<file path="config.mk">
export PLATFORM = sky130hd
export DESIGN_NAME = alu_op_sequencer
export DESIGN_NICKNAME = d
export VERILOG_FILES = /design/src/rtl/alu_op_sequencer.sv
export SDC_FILE = /design/constraint.sdc
export NUM_CORES = 1
export LEC_CHECK = 0
export CAP_MARGIN = 10
export CORE_MARGIN = 5
export CORE_UTILIZATION = 40
export CTS_CLUSTER_SIZE = 40
export DETAILED_ROUTE_END_ITERATION = 12
export PLACE_DENSITY_LB_ADDON = 0.08
export SETUP_SLACK_MARGIN = 0.5
export SYNTH_ARGS = -nofsm -noshare
export SYNTH_HDL_FRONTEND = slang
export SYNTH_SLANG_ARGS = --single-unit
</file>
<file path="constraint.sdc">
create_clock -name clock_i -period 3.89 [get_ports clock_i]
set_input_delay 0.389 -clock clock_i [delete_from_list [all_inputs] [get_ports clock_i]]
set_output_delay 0.389 -clock clock_i [all_outputs]
set_load 0.03 [all_outputs]
</file>
<file path="src/rtl/alu_op_sequencer.sv">
// Sequences single ALU commands: reads two operands from a small register file,
// waits out the ALU pipeline, then writes the result back and pulses done.
module alu_op_sequencer #(
  parameter int unsigned ALU_LATENCY = 1,
  parameter int unsigned NUM_REGS    = 8
) (
  input  logic        clock_i,
  input  logic        reset_i,
  input  logic        cmd_valid_i,
  output logic        cmd_ready_o,
  input  logic [4:0]  cmd_opcode_i,
  input  logic [2:0]  cmd_src_a_i,
  input  logic [2:0]  cmd_src_b_i,
  input  logic [2:0]  cmd_dst_i,
  input  logic        load_valid_i,
  input  logic [2:0]  load_addr_i,
  input  logic [31:0] load_data_i,
  output logic [4:0]  alu_opcode_o,
  output logic [31:0] alu_a_o,
  output logic [31:0] alu_b_o,
  input  logic [31:0] alu_result_i,
  output logic        done_o,
  output logic [31:0] done_data_o,
  input  logic [2:0]  rd_addr_i,
  output logic [31:0] rd_data_o
);

  typedef enum logic [1:0] {
    IDLE  = 2'd0,
    WAIT  = 2'd1,
    WRITE = 2'd2
  } state_e;

  localparam logic [2:0] LAT_INIT = 3'(ALU_LATENCY);

  state_e      state_q, state_d;
  logic [2:0]  cnt_q, cnt_d;
  logic [4:0]  opcode_q, opcode_d;
  logic [31:0] a_q, a_d;
  logic [31:0] b_q, b_d;
  logic [2:0]  dst_q, dst_d;
  logic        done_q, done_d;
  logic [31:0] done_data_q, done_data_d;
  logic [31:0] regs_q [NUM_REGS];
  logic [31:0] regs_d [NUM_REGS];
  logic [31:0] rf_view_s [8];

  // Full 3-bit address view of the file; indices beyond NUM_REGS read as zero.
  for (genvar gi = 0; gi < 8; gi++) begin : g_view
    if (gi < NUM_REGS) begin : g_hit
      assign rf_view_s[gi] = regs_q[gi];
    end else begin : g_miss
      assign rf_view_s[gi] = 32'd0;
    end
  end

  // Next-state, operand capture and register-file update.
  always_comb begin
    state_d     = state_q;
    cnt_d       = cnt_q;
    opcode_d    = opcode_q;
    a_d         = a_q;
    b_d         = b_q;
    dst_d       = dst_q;
    done_d      = 1'b0;
    done_data_d = done_data_q;
    for (int i = 0; i < NUM_REGS; i++) begin
      regs_d[i] = regs_q[i];
    end

    case (state_q)
      IDLE: begin
        if (cmd_valid_i) begin
          // Operands come from regs_q, so a same-edge load is not visible here.
          opcode_d = cmd_opcode_i;
          a_d      = rf_view_s[cmd_src_a_i];
          b_d      = rf_view_s[cmd_src_b_i];
          dst_d    = cmd_dst_i;
          cnt_d    = LAT_INIT;
          state_d  = WAIT;
        end else begin
          state_d  = IDLE;
        end
        for (int i = 0; i < NUM_REGS; i++) begin
          if (load_valid_i && (load_addr_i == 3'(i))) begin
            regs_d[i] = load_data_i;
          end else begin
            regs_d[i] = regs_q[i];
          end
        end
      end
      WAIT: begin
        cnt_d = cnt_q - 3'd1;
        if (cnt_q == 3'd1) begin
          state_d = WRITE;
        end else begin
          state_d = WAIT;
        end
      end
      WRITE: begin
        for (int i = 0; i < NUM_REGS; i++) begin
          if (dst_q == 3'(i)) begin
            regs_d[i] = alu_result_i;
          end else begin
            regs_d[i] = regs_q[i];
          end
        end
        done_d      = 1'b1;
        done_data_d = alu_result_i;
        state_d     = IDLE;
      end
      default: begin
        state_d = IDLE;
      end
    endcase
  end

  // State and datapath registers with synchronous reset.
  always_ff @(posedge clock_i) begin
    if (reset_i) begin
      state_q     <= IDLE;
      cnt_q       <= 3'd0;
      opcode_q    <= 5'd0;
      a_q         <= 32'd0;
      b_q         <= 32'd0;
      dst_q       <= 3'd0;
      done_q      <= 1'b0;
      done_data_q <= 32'd0;
      for (int i = 0; i < NUM_REGS; i++) begin
        regs_q[i] <= 32'd0;
      end
    end else begin
      state_q     <= state_d;
      cnt_q       <= cnt_d;
      opcode_q    <= opcode_d;
      a_q         <= a_d;
      b_q         <= b_d;
      dst_q       <= dst_d;
      done_q      <= done_d;
      done_data_q <= done_data_d;
      for (int i = 0; i < NUM_REGS; i++) begin
        regs_q[i] <= regs_d[i];
      end
    end
  end

  assign cmd_ready_o  = (state_q == IDLE) && !reset_i;
  assign alu_opcode_o = opcode_q;
  assign alu_a_o      = a_q;
  assign alu_b_o      = b_q;
  assign done_o       = done_q;
  assign done_data_o  = done_data_q;
  assign rd_data_o    = rf_view_s[rd_addr_i];

endmodule

</file>
Word level (Yosys, flattened, before mapping)
Memories as Yosys holds them, arrays and structs flattened.
Index checks and enable logic that the tools add are counted.
{ "totals": {"register_bits": 110, "ramBits": 256, "in_bits": 88, "output_inout_bits": 135, "wordCells": 101, "n_memories": 1} }
{ "mem_list": {"columns": ["memory", "depth", "word_bits", "rd", "rd_ports_with_merged_regs", "write_ports", "line", "rtl"], "rows": [
  ["regs_q", 8, 32, 8, 0, 8, "44", "logic [31:0] regs_q [NUM_REGS];"]
]} }
{ "classes": {"n_addsub": 1, "order_cmp": 3, "eq_ne": 18, "muxes": 43, "n_bitwise": 11, "reduce_logical": 16} }
{ "ops": {"columns": ["operator", "n"], "rows": [
  ["$mux 32", 30],
  ["$pmux 256 s2", 1],
  ["$bmux 32 s3", 3],
  ["$eq 3x3->1 const B", 8],
  ["$eq 3x2->1 const B", 4],
  ["$ge 4x4->1 const B", 3],
  ["$not 3->4", 3],
  ["$eq 3x1->1 const B", 3],
  ["$logic_and 1x1->1", 9],
  ["$or 1x1->1", 8],
  ["$logic_not 3->1", 2],
  ["$pmux 3 s2", 1],
  ["$mux 1", 5],
  ["$pmux 2 s2", 1],
  ["$reduce_and 2->1", 2],
  ["$mux 3", 1],
  ["$sub 3x1->3 const B", 1],
  ["$eq 2x1->1 const B", 1],
  ["$eq 2x2->1 const B", 1],
  ["$logic_not 2->1", 1],
  ["$mux 2", 1],
  ["$ne 2x2->1 const B", 1],
  ["$reduce_bool 2->1", 1],
  ["$logic_not 1->1", 1]
]} }

Logic depth before layout (Yosys ltp)
Gate-level depths: netlist of run 1.
{ "logic_depth": {"ltp_word": 5, "ltp_mapped": 7, "mapped_depth_nobuf": 6} }

Worst setup path after synthesis of run 1
No wires, ideal clock.
{ "synth_timing": {"kind": "input-to-output", "start": "input port rd_addr_i[1]", "end": "output port rd_data_o[0]", "arrival_ns": 1.911, "required_time_ns": 3.501, "setup_slack_ns": 1.590, "path_stages": 5, "path_buffers": 3, "cell_sequence": "buf_2 > buf_2 > clkbuf_1 > mux4_2 > mux2_2"} }
{ "synth_between": {"elab_chain_len": 4} }
{ "synth_lines": {"columns": ["element", "line", "rtl"], "rows": [
  ["from (decl)", "24", "input logic [2:0] rd_addr_i,"],
  ["$not 3->4 (implied by the code)", "153", "assign rd_data_o = rf_view_s[rd_addr_i];"],
  ["$bmux 32 s3", "153", null],
  ["$mux 32 (implied by the code) (2 in series)", "153", null],
  ["to (decl)", "25", "output logic [31:0] rd_data_o"]
]} }
No other way between the ends. The select of a mux whose other input is x is not followed.

Worst setup path after layout of run 1
{ "layout_timing": {"start": "input port rd_addr_i[0]", "end": "output port rd_data_o[21]"} }
The elaborated chain is that of the path after synthesis.

==> flow_summary.json, run 1 <==
{
  "drt_pass1_iterations": 5,
  "place_congestion": 0.804,
  "power.switching_mw": 2.86,
  "row_count": 81,
  "cap_violations": 0,
  "antenna_cells": 0,
  "dp_hpwl_um": 39300,
  "vdd_ir_drop_max_uv": 321,
  "worst-path-buf-inv": 3,
  "final_cell_mix": "dfxtp_1 (366), nor2_1 (327), mux2i_1 (256)",
  "slew_headroom_pct": 23.6,
  "cts_tree": "built",
  "antenna_found_initial": 0,
  "cp-start-kind": "input pin",
  "syn_avg_cell_area_sq_um": 10.1,
  "wl_um": 63800,
  "period_minus_slack_ns": 2.98,
  "drtIter0Drc": 1171,
  "clockRootBuffer": "clkbuf_16",
  "nFillCells": 4550,
  "outcome": "complete, no violations",
  "dp_slack_ns": 0.883,
  "numCtsBuffers": 45,
  "slew_viol_final": 0,
  "portBuffers": 222,
  "io_pins": 223,
  "slowest_delay_ns": 0.62,
  "synth_cells": 1951,
  "layout_setup_ws_ns": 0.910,
  "overflow": 0,
  "syn_to_final_growth_pct": 21.2,
  "seqPwrFrac_pct": 40.5,
  "die_w_um": 232,
  "slowest_stage": "clkdlybuf4s50_1",
  "clkTransAtPathRegs_ns": 0.06,
  "yosysWarnings": 0,
  "crit_chain": "buf_4 > buf_4 > mux4_2 > mux2_2 > clkdlybuf4s50_1",
  "grt_max_degree": 90,
  "switching_share_pct": 28.4,
  "setup_viol": 0,
  "die_area_sq_mm": 0.0536,
  "start_util_pct": 40.3,
  "via_per_inst": 5.75,
  "final.setup.tns_ns": 0,
  "nNetsFinal": 2162,
  "path_delay_family": "buffers and inverters",
  "cellInternalPower_mw": 7.22,
  "cpMostUsedCell": "buf_4",
  "end_kind": "output pin",
  "tightest_slew_ns": 1.15,
  "rsz0062_at_grt": "no",
  "p_clk_share_pct": 42.5,
  "rr_worst_depth": 3,
  "seq_area_sq_mm": 0.00733,
  "layout_commonest_cell": "dfxtp_1",
  "stdcell_count": 2770,
  "ys_seq_elements": 366,
  "ctsHoldBuffers": 0,
  "drive_gt1_share_pct": 21.4,
  "synth_cell_types": 35,
  "core_area_sq_mm": 0.0487,
  "avgRoutedWirePerCell_um": 23.0,
  "holdCritStartpoint": "reset_i",
  "timing.rr.end": "regs_q[0][95]",
  "hold_path.class": "input pin to flop",
  "dp.cells": 2689,
  "cp.arrival_ns": 2.59,
  "final_hold_viol_count": 0,
  "hold_ws_ns": 0.249,
  "p_comb_share_pct": 17.1,
  "worst-path-max-fanout": 23,
  "drcViolationCount": 0,
  "grt_use_total_pct": 23.0,
  "worst_ep_required_time_ns": 3.50,
  "syn_area_sq_mm": 0.0196,
  "clockBufferDepth": 3,
  "finalClockSkew_ns": 0.0215,
  "leakage_nw": 8.24,
  "vias": 15900,
  "clock-sinks": 366,
  "worstSetupPathType": "input pin to output pin",
  "period_share_pct": 76.6,
  "post_cts_resized": 0,
  "yosysSeqAreaShare_pct": 37.3,
  "hold_end": "done_data_o[6]",
  "drtAntennaViolNets": 0,
  "grt_pass1_wl_um": 97300,
  "synth.net_count": 2041,
  "r2r_slack_ns": 1.31,
  "worstSkewPairLatency_ns": 0.58,
  "max_freq_ghz": 0.336,
  "r2r-start": "state_q[1]",
  "hold_depth": 2,
  "grt_pass1_vias": 15600,
  "htree_levels": 2,
  "multi_input_area_sq_mm": 0.0113,
  "dieHeight_um": 232,
  "postCtsSetupBuffers": 0,
  "pwr_density_cell_mw_per_mm2": 424
}
-- layout make-up --
class / count / area share [%]
Clock buffer: 68 / 5.86
Clock inverter: 13 / 0.510
Inverter: 3 / 0.0473
Multi-Input combinational cell: 1386 / 47.6
Sequential cell: 366 / 30.8
Tap cell: 664 / 3.49
Timing Repair Buffer: 270 / 11.7
-- registers in the layout, indices dropped and copies added (netlist names) --
name and flops:
done_data_o 32, state_q 2, done_o 1, alu_opcode_o 5, alu_b_o 32, dst_q 3, cnt_q 3, regs_q 256
alu_a_o 32
-- power by group through the flow --
stage	Clock (mW)	Combinational, mW	Sequential, mW
2_1_floorplan	0	0.999	4.26
3_3_place_gp	0	1.71	4.15
3_5_place_dp	0	1.73	4.16
4_1_cts	4.40	1.73	4.08
5_1_grt	4.55	1.84	4.10
6_report	4.28	1.72	4.08
-- how the worst max path moves through the flow --
stage | depth (start not counted) | from | endpoint
floorplan | 5 | rd_addr_i[1] | rd_data_o[0]
global route | 5 | rd_addr_i[0] | rd_data_o[24]
global placement | 5 | rd_addr_i[0] | rd_data_o[22]
CTS | 5 | rd_addr_i[0] | rd_data_o[21]
detailed placement | 5 | rd_addr_i[0] | rd_data_o[21]
finish | 5 | rd_addr_i[0] | rd_data_o[21]
-- stage by stage --
step | instance area, sq um | util (%) | power [mW]
after global placement | 22300 | 45.7 | 5.86
after global routing | 23800 | 48.8 | 10.5
final | 23800 | 48.8 | 10.1
after CTS | 23800 | 48.8 | 10.2
after detailed placement | 22300 | 45.7 | 5.88
after floorplan | 19600 | - | 5.26
-- cell families after synthesis --
logic type / Yosys count / synth area share [%]
fa+ha+maj: 2 / 0.127
simple gates: 498 / 10.3
flops: 366 / 37.3
mux: 352 / 22.2
buf+inv: 199 / 5.38
compound gates: 534 / 24.7
-- cells in the mapped netlist, drive strengths merged --
master / n / area, sq um
inv: 3 / 11.3
clkbuf: 100 / 375
nand3b: 3 / 26.3
nor3: 65 / 325
nand2b: 4 / 25.0
ha: 2 / 25.0
nand2: 82 / 308
o32ai: 2 / 55.1
nor4b: 1 / 8.76
o22ai: 6 / 120
nand3: 1 / 5.00
mux4: 64 / 1440
and2: 3 / 18.8
nor2b: 5 / 31.3
mux2: 32 / 360
buf: 96 / 669
o21ai: 1 / 5.00
a21boi: 32 / 345
or3: 1 / 6.26
mux2i: 256 / 2560
a22oi: 129 / 968
a211oi: 256 / 2800
or3b: 4 / 35.0
dfxtp: 366 / 7330
a311oi: 1 / 8.76
nor2: 329 / 1230
a21oi: 106 / 531
o21bai: 1 / 7.51
-- per-layer routing --
layer | global-route usage (%) | share of wire, % | vias up
li1 | - | - | 7490
met1 | 32.3 | 46 | 7832
met2 | 36.6 | 45 | 491
met3 | 4.86 | 6.1 | 103
met4 | 5.45 | 2.2 | 0
met5 | 0 | 0 | -
-- worst reg2reg max path: cells and delay by family, from the launching register on --
kind               cells  cell delay (ns)
DFF                    1             0.55
and+or+nand+nor        1             0.62
AOI/OAI and AO/OA      2             1.27
Power figures use the tool's default switching activity.
==> run 2: changes to the inputs <==
Clock period 3.89 ns to 2.5 ns, I/O delays scaled along.
==> flow_summary.json, run 2 (synthesis results as in run 1) <==
{
  "power.switching_mw": 4.56,
  "cp-start-kind": "flop",
  "slowest_stage": "mux4_2",
  "worst-path-max-fanout": 2,
  "period_share_pct": 83.6,
  "drtIter0Drc": 1211,
  "design_area_sq_mm": 0.0259,
  "start_util_pct": 40.3,
  "dieHeight_um": 232,
  "drtAntennaViolNets": 0,
  "wl_um": 69500,
  "p_comb_share_pct": 19.0,
  "portBuffers": 222,
  "r2r_slack_ns": 0.57,
  "grt_max_degree": 128,
  "largest_reg_flops": 256,
  "nFillCells": 4397,
  "avgRoutedWirePerCell_um": 23.6,
  "seqPwrFrac_pct": 39.8,
  "max_freq_ghz": 0.478,
  "nNetsFinal": 2331,
  "dp_slack_ns": 0.117,
  "worst-path-buf-inv": 1,
  "vias": 16900,
  "row_count": 81,
  "die_w_um": 232,
  "antenna_found_initial": 2,
  "final.setup.tns_ns": 0,
  "finalClockSkew_ns": 0.0158,
  "overflow": 0,
  "pwr_density_cell_mw_per_mm2": 614,
  "worstSetupPathType": "flop to output pin",
  "slew_headroom_pct": 43.6,
  "outcome": "complete, no violations",
  "final_cell_mix": "nor2_1 (327), mux2i_1 (256), dfxtp_2 (208)",
  "die_area_sq_mm": 0.0536,
  "grt_use_total_pct": 24.7,
  "worstSkewPairLatency_ns": 0.57,
  "switching_share_pct": 28.7,
  "final_hold_viol_count": 0,
  "crit_chain": "mux4_2 > mux2_4 > buf_6",
  "clock-sinks": 366,
  "via_per_inst": 5.74,
  "vdd_ir_drop_max_uv": 508,
  "end_kind": "output pin",
  "core_area_sq_mm": 0.0487,
  "p_clk_share_pct": 41.2,
  "rsz0062_at_grt": "yes",
  "layout_commonest_cell": "nor2_1",
  "slowest_delay_ns": 0.48,
  "numCtsBuffers": 44,
  "drive_gt1_share_pct": 38.0,
  "setup_viol": 0,
  "cellInternalPower_mw": 11.3,
  "drcViolationCount": 0,
  "power_mw": 15.9,
  "cp.arrival_ns": 1.84,
  "hold_path.class": "input pin to flop",
  "clkTransAtPathRegs_ns": 0.06,
  "period_minus_slack_ns": 2.09,
  "regMostFlops": "regs_q",
  "place_congestion": 0.784,
  "grt_pass1_vias": 17000,
  "clockRootBuffer": "clkbuf_16",
  "layout_setup_ws_ns": 0.409,
  "htree_levels": 2,
  "cap_violations": 0,
  "worst_ep_required_time_ns": 2.25,
  "grt_pass1_wl_um": 104000,
  "syn_to_final_growth_pct": 31.8,
  "tightest_slew_ns": 0.846,
  "dp_hpwl_um": 40000,
  "ctsHoldBuffers": 0,
  "final_util_pct": 53.1,
  "leakage_nw": 9.53,
  "path_delay_family": "multiplexers",
  "slew_viol_final": 0,
  "clockBufferDepth": 3,
  "io_pins": 223,
  "cts_tree": "built",
  "placed_area_sq_mm": 0.0227,
  "drt_pass1_iterations": 7
}
-- run 2: cell count changes in the layout (fill, tap and decap cells not counted), sizes merged, moves of 2 or more --
cell           delta
clkinv            +2
bufinv            +2
clkbuf            -2
buf             +201
clkdlybuf4s50    -34
-- run 2: cell type report --
cell class	count	area, sq um	share of cell area [%]
antenna	1	2.50	0.00966
clock buffer	64	1270	4.89
clock inverter	16	184	0.710
inverter	3	11.3	0.0435
multi-input combinational	1386	11500	44.3
sequential	366	7600	29.3
tap	664	831	3.21
timing repair buffer	440	4530	17.5
-- run 2: per-stage QoR --
stage	instances	hold slack (ns)
2_1_floorplan	1951	0.386
3_3_place_gp	2709	0.442
3_5_place_dp	2709	0.446
4_1_cts	2919	0.0373
5_1_grt	2940	0.0487
6_report	2940	0.0476
-- run 2: worst register-to-register path: cells and delay by family, from the launching register on --
| family | cells | cell delay [ns] |
|---|---|---|
| and+or+nand+nor | 3 | 0.65 |
| buffers and inverters | 2 | 0.54 |
| DFF | 1 | 0.35 |
| AOI/OAI and AO/OA | 1 | 0.27 |
-- run 2: repair_timing --
| item | CTS | global route |
|---|---|---|
| endpoints found under the setup margin | 145 | 113 |
| pin swaps | 2 | 1 |
| buffers inserted | 128 | 19 |
| cloned | 2 | 1 |
| resized for setup | 363 | 41 |
-- run 2: final timing paths --
kind | startpoint | endpoint | cells past startpoint
max | regs_q[1][127] | rd_data_o[31] | 3
min | reset_i | done_data_o[3] | 2
max reg2reg | state_q[1] | alu_b_o[12] | 6
min reg2reg | done_data_o[6] | done_data_o[6] | 2
-- run 2: per-layer routing --
metal	track usage (%)	up-vias	share of wire (%)
li1	-	7847	-
met1	33.7	8317	44
met2	40.0	572	46
met3	4.26	150	6.4
met4	8.12	2	3.4
met5	0	-	0.016
-- run 2: power by group through the flow --
stage | clock network (mW) | logic (mW) | registers (mW)
final | 6.56 | 3.02 | 6.34
after detailed placement | 0 | 2.77 | 6.47
after global routing | 6.93 | 3.20 | 6.36
after global placement | 0 | 2.74 | 6.46
after floorplan | 0 | 1.55 | 6.63
after CTS | 6.69 | 2.98 | 6.33
